[src/rtl/alu_sequencer_pkg.sv]
// Shared constants for the ALU sequencer and its registered ALU:
// operation codes, sequencer-only opcodes and FSM state encoding.
package alu_sequencer_pkg;

   localparam logic [3:0] OP_ADD = 4'h0;
   localparam logic [3:0] OP_SUB = 4'h1;
   localparam logic [3:0] OP_INC = 4'h2;
   localparam logic [3:0] OP_DEC = 4'h3;
   localparam logic [3:0] OP_AND = 4'h4;
   localparam logic [3:0] OP_OR  = 4'h5;
   localparam logic [3:0] OP_XOR = 4'h6;
   localparam logic [3:0] OP_NOP = 4'h7;
   localparam logic [3:0] OP_MOV = 4'h8;
   localparam logic [3:0] OP_JZ  = 4'h9;
   localparam logic [3:0] OP_JC  = 4'hA;

   typedef enum logic [1:0] {
      S_IDLE = 2'd0,
      S_EXEC = 2'd1,
      S_WB   = 2'd2
   } state_t;

   // Opcodes that run on the ALU and update the flags
   function automatic logic is_alu(input logic [3:0] op);
      return (op[3] == 1'b0) && (op != OP_NOP);
   endfunction

endpackage

[src/rtl/alu_sequencer.sv]
// Three-cycle instruction sequencer driving an external registered ALU,
// with an inline 4-entry register file and a preload port.
module alu_sequencer
   import alu_sequencer_pkg::*;
#(
   parameter int N = 8
) (
   input  logic         clk,
   input  logic         rst,
   input  logic         instr_valid,
   output logic         instr_ready,
   input  logic [7:0]   instr,
   input  logic         ld_valid,
   output logic         ld_ready,
   input  logic [1:0]   ld_addr,
   input  logic [N-1:0] ld_data,
   output logic [N-1:0] alu_a,
   output logic [N-1:0] alu_b,
   output logic [3:0]   alu_op,
   input  logic [N-1:0] alu_result,
   input  logic         alu_carry,
   input  logic         alu_zero,
   output logic         wb_valid,
   output logic [1:0]   wb_addr,
   output logic [N-1:0] wb_data,
   output logic         flag_z,
   output logic         flag_c,
   output logic         branch_taken
);

   state_t state, state_nxt;

   logic [N-1:0] regs [4];
   logic [3:0]   op;
   logic [1:0]   rd;
   logic [1:0]   rs;
   logic         accept;
   logic         load;
   logic         writes;

   assign instr_ready = (state == S_IDLE);
   assign ld_ready    = (state == S_IDLE);
   assign accept      = instr_valid && instr_ready;
   assign load        = ld_valid && ld_ready;
   assign writes      = (state == S_WB) && (is_alu(op) || op == OP_MOV);

   always_ff @(posedge clk or posedge rst) begin
      if (rst) state <= S_IDLE;
      else     state <= state_nxt;
   end

   always_comb begin
      state_nxt = state;
      unique case (state)
         S_IDLE:  if (accept) state_nxt = S_EXEC;
         S_EXEC:  state_nxt = S_WB;
         S_WB:    state_nxt = S_IDLE;
         default: state_nxt = S_IDLE;
      endcase
   end

   // Preloads only happen in IDLE and writebacks only in WB, so they never collide
   always_ff @(posedge clk or posedge rst) begin
      if (rst) begin
         for (int i = 0; i < 4; i++) regs[i] <= '0;
         op     <= OP_NOP;
         rd     <= 2'd0;
         rs     <= 2'd0;
         flag_z <= 1'b0;
         flag_c <= 1'b0;
      end else begin
         if (accept) begin
            op <= instr[7:4];
            rd <= instr[3:2];
            rs <= instr[1:0];
         end
         if (load)   regs[ld_addr] <= ld_data;
         if (writes) regs[rd] <= alu_result;
         if (state == S_WB && is_alu(op)) begin
            flag_z <= alu_zero;
            flag_c <= alu_carry;
         end
      end
   end

   always_comb begin
      alu_op       = OP_NOP;
      alu_a        = '0;
      alu_b        = '0;
      wb_valid     = 1'b0;
      wb_addr      = 2'd0;
      wb_data      = '0;
      branch_taken = 1'b0;
      if (state == S_EXEC) begin
         if (is_alu(op)) begin
            alu_op = op;
            alu_a  = regs[rd];
            alu_b  = regs[rs];
         end else if (op == OP_MOV) begin
            alu_a = regs[rs];
         end
      end
      if (state == S_WB) begin
         wb_valid = writes;
         if (writes) begin
            wb_addr = rd;
            wb_data = alu_result;
         end
         branch_taken = (op == OP_JZ && flag_z) || (op == OP_JC && flag_c);
      end
   end

endmodule

[config.mk]
export PLATFORM = sky130hd
export DESIGN_NAME = alu_sequencer
export DESIGN_NICKNAME = d
export VERILOG_FILES = /design/src/rtl/alu_sequencer_pkg.sv /design/src/rtl/alu_sequencer.sv
export SDC_FILE = /design/constraint.sdc
export NUM_CORES = 1
export LEC_CHECK = 0
export ABC_CLOCK_PERIOD_IN_PS = 2600
export BUFFER_PORTS_ARGS = -buffer_cell sky130_fd_sc_hd__buf_2
export CAP_MARGIN = 20
export CORE_MARGIN = 8
export CORE_UTILIZATION = 54
export CTS_CLUSTER_DIAMETER = 80
export CTS_CLUSTER_SIZE = 8
export DETAILED_ROUTE_END_ITERATION = 8
export PLACE_DENSITY = 0.87
export RECOVER_POWER = 25
export SYNTH_ARGS = -nofsm -noshare
export SYNTH_HDL_FRONTEND = slang
export SYNTH_SLANG_ARGS = --single-unit
export TNS_END_PERCENT = 10
[constraint.sdc]
create_clock -name clk -period 2.6 [get_ports clk]
set_input_delay 0.13 -clock clk [delete_from_list [all_inputs] [get_ports clk]]
set_output_delay 0.13 -clock clk [all_outputs]
set_load 0.005 [all_outputs]
==> results of run 1 <==
## power groups by stage
| stage | Sequential, uW | Combinational (uW) | Clock (uW) |
|---|---|---|---|
| after detailed placement | 1330 | 1250 | 0 |
| after global routing | 1360 | 1340 | 622 |
| final | 1310 | 1240 | 578 |
| after floorplan | 1150 | 1090 | 0 |
| after global placement | 1290 | 1190 | 0 |
| after CTS | 1310 | 1250 | 594 |
## cells by family (layout without fill, tap and decap cells)
| group | after synthesis | count (layout) | synth area share (%) |
|---|---|---|---|
| compound gates | 12 | 12 | 3.694 |
| buf+inv | 18 | 84 | 2.747 |
| flops | 44 | 44 | 39.77 |
| mux | 89 | 89 | 42.57 |
| other cells | 1 | 1 | 0.1350 |
| simple gates | 49 | 49 | 11.08 |
## worst reg2reg max path, cell delays in order (launching register included)
cell and delay (ns):
dfrtp_1 0.43, or3b_1 0.40, o32ai_2 0.32, nor3b_4 0.61, mux2_2 0.41
## layout make-up
type	count	area, um^2	share of cell area (%)
flip-flops and latches	44	1105	33.40
multi-input cells	151	1597	48.26
clock buffers	7	96.34	2.912
clock inverters	1	30.03	0.9077
inverters	3	11.26	0.3404
well taps	70	87.58	2.648
repair buffers	73	381.6	11.54
## cells in the final DEF, fill, tap and decap left out, types with 2 or more instances in the layout
cell type   n
clkbuf_8    7
a31oi_1     2
or3_1       3
dfstp_2     3
buf_4       5
nand3b_1    2
mux2_2     73
nor3_1      4
inv_1       3
nand3_1     2
nor2b_1     2
nor2_1      2
a22o_1      7
nand2_1     4
dfrtp_1    41
and2_1     20
buf_2      65
nand2b_1    3
mux4_2     16
## layer usage
metal	share of wire [%]	GRT usage, %
met1	41	23.04
met2	49	30.44
met3	9.2	5.535
met4	1.4	6.094
met5	0	0
## what timing repair did
item | CTS | global route
hold buffers | 1 | 0
endpoints found under the hold margin | 41 | 0
setup buffers | 0 | 0
## through the flow
stage / hold WS [ns] / std cells / instance area, um^2 / total power [uW] / setup WS [ns]
after floorplan: 0.2390 / 213 / 2778 / 2238 / 0.7018
after detailed placement: 0.3065 / 340 / 3176 / 2573 / 0.3786
after global routing: 0.05053 / 349 / 3308 / 3327 / 0.1314
after CTS: 0.04771 / 349 / 3312 / 3159 / 0.2502
after global placement: 0.2992 / 340 / 3176 / 2489 / 0.4337
final: 0.05317 / 349 / 3308 / 3131 / 0.2631
## registers in the layout (all words and copies together), names as in the netlist
name,flops
rd,2
state,2
regs,32
rs,2
flag_c,1
flag_z,1
op,4
## final timing paths
check | end | slack, ns | cells after the start
min in group asynchronous | regs[9] | 0.72 | 4
max reg2reg | regs[24] | 0.34 | 4
max in group asynchronous | state[0] | 1.21 | 4
max | alu_a[7] | 0.26 | 5
min | op[2] | 0.05 | 2
min reg2reg | flag_z | 0.54 | 1
==> results.json, run 1 <==
{
  "ctsResizeCount": 0,
  "nets": 310,
  "period_needed_ns": 2.337,
  "die-height_um": 87.72,
  "synthCells": 213,
  "outcome": "finished, final reports clean",
  "synth_top_area_share_pct": 36.94,
  "clk_pin_slew_ns": 0.09,
  "drive_above_1_share_pct": 62.01,
  "synth_common_cells": "mux2_2 (73), dfrtp_1 (41), and2_1 (20)",
  "grt_pass1_vias": 2151,
  "yosys_warnings": 0,
  "switchingPower_uw": 941.7,
  "rsz0062_at_grt": "false",
  "synth_fp_nets": 245,
  "setup_viol": 0,
  "numCtsBuffers": 5,
  "seq_power_share_pct": 42.0,
  "worst_ep_arrival_time_ns": 2.21,
  "yosys-top-cells-area": "dfrtp_1 (37%), mux2_2 (30%), mux4_2 (13%), and2_1 (4.5%), dfstp_2 (2.8%)",
  "layout-area-overhead-vs-synth_pct": 19.10,
  "required_ns": 2.47,
  "clockPowerShare_pct": 18.5,
  "port_buffers": 66,
  "track_usage_pct": 18.67,
  "yosys_most_used_dff": "dfrtp_1",
  "htreeDepth": 2,
  "grt_pass1_wl_mm": 10.78,
  "hold_violations": 0,
  "crit_family": "flip-flops",
  "drtAntennaViolNets": 0,
  "intPower_uw": 2189,
  "hp-start": "instr[6]",
  "cts.sinks": 44,
  "nFillCells": 408,
  "drt_iter0_drc": 86,
  "worstMarginPinSlew_ns": 1.097,
  "grt_max_degree": 45,
  "drc": 0,
  "clk_path_buf_depth": 2,
  "rows": 26,
  "netlist_area_um2": 2778,
  "synth_cell_type_count": 30,
  "ys_seq_area_share_pct": 39.77,
  "max-vdd-ir-drop_uv": 543.0,
  "skew_ns": 0.01054,
  "critPathLaunchType": "flop",
  "dr.pass1.iters": 4,
  "gp_congestion": 0.7887,
  "netlist.top_cell.by_area": "dfrtp_1",
  "coreArea_um2": 5042,
  "post_drt_wl_per_cell_um": 19.54,
  "via_per_inst": 5.851,
  "rr_startpoint": "state[0]",
  "synth_area_per_cell_um2": 13.04,
  "worstPathMaxFanout": 14,
  "antenna_found_initial": 0,
  "max_freq_ghz": 0.4279,
  "die_area_um2": 7695,
  "swShare_pct": 30.08,
  "io_pins": 68,
  "relSlewSlack_pct": 26.85,
  "wl_mm": 6.818,
  "min_path_type": "primary input to flop",
  "synth_edf_count": 0,
  "synth.most_common_cell": "mux2_2",
  "dieWidth_um": 87.72,
  "clockRootBuffer": "clkbuf_8",
  "clk_latency_ns": 0.30,
  "detailroute.via_count": 2042,
  "drv_cap": 0,
  "critPathKind": "flop to primary output",
  "n_antenna_cell": 0,
  "cp-end-kind": "primary output",
  "slew_viol_final": 0,
  "p_leak_uw": 0.001466,
  "crit_path_max_incr_delay_ns": 0.84,
  "initial_core_util_pct": 55.09,
  "synthArstFlopShare_pct": 100.0,
  "period_share_pct": 89.88,
  "cts_tree": "yes",
  "dp_hpwl_mm": 4.925,
  "synth_seq_cells": 44,
  "critPathLaunch": "rd[0]",
  "pwr-share-comb_pct": 39.6,
  "slowest_stage": "dfrtp_1",
  "tns_ns": 0,
  "postLayoutCoreUtil_pct": 65.61,
  "powerDensity_nw_per_um2": 946.4,
  "grt_overflow": 0,
  "cp_num_buf_inv": 1,
  "path_cells": "mux4_2, nor2b_1, a31oi_1, nor3_1, buf_2"
}
(Power assumes the default switching activity.)
==> inputs of run 2 (changes only) <==
--- a/config.mk
+++ b/config.mk
@@ -14,7 +14,7 @@
 export CTS_CLUSTER_SIZE = 8
 export DETAILED_ROUTE_END_ITERATION = 8
 export PLACE_DENSITY = 0.87
-export RECOVER_POWER = 25
+export RECOVER_POWER = 50
 export SYNTH_ARGS = -nofsm -noshare
 export SYNTH_HDL_FRONTEND = slang
 export SYNTH_SLANG_ARGS = --single-unit
==> run 2 against run 1 <==
Effect of this change: setup slack gained 0.010 ns; sequential power is essentially flat; non-clock buffer count unchanged; first-iteration DRC count is 7.0% higher; die area unchanged; critical path depth stayed put; sequential share of layout area about the same; maximum frequency grew 0.43%.
==> results.json, run 2 (synthesis gave the netlist of run 1 again) <==
{
  "cts.sinks": 44,
  "hold_violations": 0,
  "rsz0062_at_grt": "false",
  "layout-area-overhead-vs-synth_pct": 18.96,
  "wl_mm": 6.820,
  "max_freq_ghz": 0.4298,
  "ff2ff_path_depth": 4,
  "tns_ns": 0,
  "path_cells": "mux4_2, nor2b_1, a31oi_1, nor3_1, buf_2",
  "nFillCells": 411,
  "drv_cap": 0,
  "period_share_pct": 89.50,
  "clockRootBuffer": "clkbuf_8",
  "rr_startpoint": "state[0]",
  "port_buffers": 66,
  "detailroute.via_count": 2028,
  "rows": 26,
  "outcome": "finished, final reports clean",
  "r2r_slack_ns": 0.31,
  "largest_reg_flops": 32,
  "initial_core_util_pct": 55.09,
  "cts_tree": "yes",
  "r2r-end": "regs[29]",
  "p_leak_uw": 0.001458,
  "ctsResizeCount": 0,
  "worst_ep_arrival_time_ns": 2.20,
  "dp_hpwl_mm": 4.925,
  "min_path_type": "primary input to flop",
  "post_cts_buffers": 0,
  "antenna_found_initial": 0,
  "nets": 310,
  "max-vdd-ir-drop_uv": 543.8,
  "drc": 0,
  "htreeDepth": 2,
  "n_antenna_cell": 0,
  "grt_pass1_wl_mm": 10.78,
  "die_area_um2": 7695,
  "die-height_um": 87.72,
  "postLayoutCoreUtil_pct": 65.53,
  "coreArea_um2": 5042,
  "period_needed_ns": 2.327,
  "io_pins": 68,
  "slew_viol_final": 0,
  "drt_iter0_drc": 92,
  "hold_slack_ns": 0.05473,
  "track_usage_pct": 18.67,
  "endpoint": "alu_a[7]",
  "via_per_inst": 5.811,
  "critPathKind": "flop to primary output",
  "grt_pass1_vias": 2151,
  "worstMarginPinSlew_ns": 1.084,
  "biggestRegsByFlops": "regs x32, op x4",
  "clk_pin_slew_ns": 0.09,
  "cp-end-kind": "primary output",
  "setup_viol": 0,
  "powerDensity_nw_per_um2": 947.7,
  "relSlewSlack_pct": 27.73,
  "post_drt_wl_per_cell_um": 19.54,
  "grt_overflow": 0,
  "clk_latency_ns": 0.30,
  "numCtsBuffers": 5,
  "skew_ns": 0.009688,
  "largest_register": "regs",
  "slowest_stage": "dfrtp_1",
  "grt_max_degree": 45,
  "worstPathMaxFanout": 14,
  "dieWidth_um": 87.72,
  "required_ns": 2.47,
  "drtAntennaViolNets": 0,
  "gp_congestion": 0.7887,
  "critPathLaunchType": "flop",
  "critPathLaunch": "rd[0]",
  "final_cell_mix": "mux2_2 (73), buf_2 (62), dfrtp_1 (41)",
  "crit_path_max_incr_delay_ns": 0.83,
  "final_common_cell": "mux2_2",
  "dr.pass1.iters": 4,
  "drive_above_1_share_pct": 60.57,
  "clk_path_buf_depth": 2
}
==> run 2: changes by cell type in the layout (fill, tap and decap cells not counted), sizes merged <==
cell,previous run,this run
clkbuf,9,12
buf,70,67
==> run 2: what timing repair did <==
item	4_1_cts	5_1_grt
hold buffers	1	0
setup endpoints to repair	0	0
hold endpoints to repair	41	0
==> run 2: critical path: cells and delay by family, from the launching register on <==
kind                   cells  cell delay, ns
buffers and inverters      1            0.13
AND/OR/NAND/NOR            2            0.21
flip-flops                 1            0.83
AO/OA/AOI/OAI              1            0.15
multiplexers               1            0.57
==> run 2: metal layers <==
layer / GRT usage (%) / share of wire [%] / up-vias
li1: - / - / 924
met2: 30.44 / 48 / 91
met5: 0 / 0 / -
met4: 6.094 / 1.4 / 0
met1: 23.04 / 40 / 1003
met3: 5.535 / 10 / 10
==> run 2: area by class of cell <==
| type | count | area (um^2) | area share (%) |
|---|---|---|---|
| clock buffers | 7 | 96.34 | 2.916 |
| clock inverters | 1 | 30.03 | 0.9087 |
| inverters | 3 | 11.26 | 0.3408 |
| multi-input cells | 151 | 1597 | 48.31 |
| flip-flops and latches | 44 | 1105 | 33.43 |
| well taps | 70 | 87.58 | 2.651 |
| repair buffers | 73 | 377.9 | 11.44 |
==> run 2: how the worst min path moves through the flow <==
stage,from,depth (start not counted),endpoint,slack [ns]
after global placement,rst,3,regs[9],0.30
after floorplan,instr[5],2,op[1],0.24
after CTS,instr[6],2,op[2],0.05
final,instr[6],2,op[2],0.05
after global routing,instr[3],2,rd[1],0.05
after detailed placement,rst,3,regs[9],0.31
==> run 2: report_power, final <==
part	leakage, uW	total (uW)	switching, uW	internal [uW]
Clock	0.0000645	579	240	339
Sequential	0.000513	1320	318	998
Combinational	0.000880	1240	388	849
Total	0.00146	3130	945	2190
==> run 2: stage by stage <==
| step | instances | area (um^2) | total power (uW) | worst slack [ns] |
|---|---|---|---|---|
| global route | 349 | 3304 | 3324 | 0.1314 |
| CTS | 349 | 3312 | 3159 | 0.2502 |
| detailed placement | 340 | 3176 | 2573 | 0.3786 |
| floorplan | 213 | 2778 | 2238 | 0.7018 |
| finish | 349 | 3304 | 3132 | 0.2731 |
| global placement | 340 | 3176 | 2489 | 0.4337 |
==> inputs of run 3 (changes only) <==
--- a/config.mk
+++ b/config.mk
@@ -9,11 +9,12 @@
 export BUFFER_PORTS_ARGS = -buffer_cell sky130_fd_sc_hd__buf_2
 export CAP_MARGIN = 20
 export CORE_MARGIN = 8
-export CORE_UTILIZATION = 54
+export CORE_UTILIZATION = 55
+export CTS_BUF_LIST = sky130_fd_sc_hd__clkbuf_8
 export CTS_CLUSTER_DIAMETER = 80
 export CTS_CLUSTER_SIZE = 8
 export DETAILED_ROUTE_END_ITERATION = 8
-export PLACE_DENSITY = 0.87
+export PLACE_DENSITY = 0.88
 export RECOVER_POWER = 50
 export SYNTH_ARGS = -nofsm -noshare
 export SYNTH_HDL_FRONTEND = slang
==> run 3 against run 2 <==
Effect of this change: hold slack improved by 0.0021 ns; global-route usage barely moved; utilization rose by 0.052 points.
==> results.json, run 3 (synthesis gave the netlist of run 1 again) <==
{
  "cp-end-kind": "primary output",
  "rr_startpoint": "state[0]",
  "fin_ws_ns": 0.2899,
  "port_buffers": 66,
  "grt_overflow": 0,
  "worstMarginPinSlew_ns": 1.108,
  "layout-area-overhead-vs-synth_pct": 17.52,
  "drive_above_1_share_pct": 60.43,
  "skew_ns": 0.005406,
  "drt_iter0_drc": 123,
  "critPathLaunchType": "flop",
  "path_cells": "mux4_2, nor2b_1, a31oi_1, nor3_1, buf_2",
  "ctsResizeCount": 0,
  "coreArea_um2": 4977,
  "largest_reg_flops": 32,
  "clockPowerShare_pct": 14.9,
  "gp_congestion": 0.7888,
  "post_drt_wl_per_cell_um": 19.72,
  "p_leak_uw": 0.001439,
  "powerDensity_nw_per_um2": 920.4,
  "largest_register": "regs",
  "intPower_uw": 2060,
  "critPathKind": "flop to primary output",
  "pre_cts_ws_ns": 0.3789,
  "slew_viol_final": 0,
  "antenna_found_initial": 0,
  "worst_ep_arrival_time_ns": 2.18,
  "period_needed_ns": 2.310,
  "r2r_slack_ns": 0.35,
  "wl_mm": 6.864,
  "worstPathMaxFanout": 14,
  "final_cell_mix": "mux2_2 (73), buf_2 (62), dfrtp_1 (41)",
  "drtAntennaViolNets": 0,
  "met2_length_mm": 3.419,
  "relSlewSlack_pct": 26.14,
  "slowest_stage": "dfrtp_1",
  "period_share_pct": 88.85,
  "cp_num_buf_inv": 1,
  "fin_area_um2": 3264,
  "cts.sinks": 44,
  "swShare_pct": 31.45,
  "clk_pin_slew_ns": 0.08,
  "outcome": "finished, final reports clean",
  "max-vdd-ir-drop_uv": 478.7,
  "crit_family": "flip-flops",
  "grt_pass1_wl_mm": 10.76,
  "top_layer": "met4",
  "stdcell_count": 348,
  "die-height_um": 87.07,
  "rsz0062_at_grt": "false",
  "numCtsBuffers": 5,
  "via_per_inst": 5.724,
  "initial_core_util_pct": 55.81,
  "met3_length_um": 489,
  "hold_violations": 0,
  "grt_max_degree": 45,
  "switchingPower_uw": 944.8,
  "grt_pass1_vias": 2043,
  "track_usage_pct": 18.66,
  "n_antenna_cell": 0,
  "seq_power_share_pct": 44.1,
  "dp_hpwl_mm": 4.950,
  "dr.pass1.iters": 4,
  "htreeDepth": 2,
  "max_freq_ghz": 0.4329,
  "clk_latency_ns": 0.30,
  "r2r-end": "regs[10]",
  "met1_length_mm": 2.882,
  "crit_path_max_incr_delay_ns": 0.83,
  "drc": 0,
  "tns_ns": 0,
  "post_cts_buffers": 0,
  "die_area_um2": 7580,
  "rows": 26,
  "ff2ff_path_depth": 5,
  "io_pins": 68,
  "clockRootBuffer": "clkbuf_8",
  "worstHoldEndpoint": "rs[0]",
  "detailroute.via_count": 1992,
  "dieWidth_um": 87.07,
  "drv_cap": 0,
  "cts_tree": "yes",
  "final_common_cell": "mux2_2",
  "hp-start": "instr[0]",
  "clk_path_buf_depth": 2,
  "place_inst": 339,
  "placed_area_um2": 3168,
  "required_ns": 2.47,
  "min_path_type": "primary input to flop",
  "pwr-share-comb_pct": 41.0,
  "setup_viol": 0,
  "nets": 309,
  "whs_path_depth": 2,
  "biggestRegsByFlops": "regs x32, op x4"
}
[run 3: worst reg2reg max path: cells and delay by family, from the launching register on]
kind	cells	cell delay (ns)
buffers and inverters	1	0.25
and+or+nand+nor	2	0.82
DFF	1	0.43
AOI/OAI and AO/OA	1	0.20
muxes	1	0.45
[run 3: power groups by stage]
stage               clock [uW]  combinational, uW  sequential, uW
floorplan                    0               1090            1150
global placement             0               1190            1300
detailed placement           0               1240            1340
CTS                        458               1240            1330
global route               483               1330            1370
finish                     449               1230            1320
[run 3: layer usage]
metal | up-vias | GRT usage [%]
met5 | - | 0
met4 | 0 | 5.008
met3 | 6 | 4.906
met2 | 75 | 32.27
met1 | 991 | 22.25
li1 | 920 | -
[run 3: repair_timing]
item / in CTS / in global routing
hold buffers: 1 / 0
endpoints found under the hold margin: 34 / 0
endpoints found under the setup margin: 0 / 0
[run 3: stage by stage]
| stage | hold WS, ns | total power (uW) | utilization, % |
|---|---|---|---|
| global placement | 0.3010 | 2484 | 63.65 |
| floorplan | 0.2390 | 2238 | - |
| detailed placement | 0.3136 | 2577 | 63.65 |
| finish | 0.05686 | 3004 | 65.59 |
| CTS | 0.05416 | 3024 | 65.74 |
| global route | 0.05188 | 3181 | 65.59 |
[run 3: layout make-up]
| cell class | instances | area, um^2 |
|---|---|---|
| clock buffer | 6 | 82.58 |
| clock inverter | 2 | 11.26 |
| fill | 397 | 1713 |
| inverter | 3 | 11.26 |
| multi-input combinational | 151 | 1597 |
| sequential | 44 | 1105 |
| tap | 70 | 87.58 |
| timing repair buffer | 72 | 370.4 |
[run 3: worst max-delay path by stage]
stage,start,to,depth (start not counted)
CTS,rd[0],alu_a[7],5
finish,rd[0],alu_a[7],5
detailed placement,state[0],regs[10],5
global placement,state[0],regs[14],5
global route,rd[0],alu_a[7],5
floorplan,state[1],regs[24],5
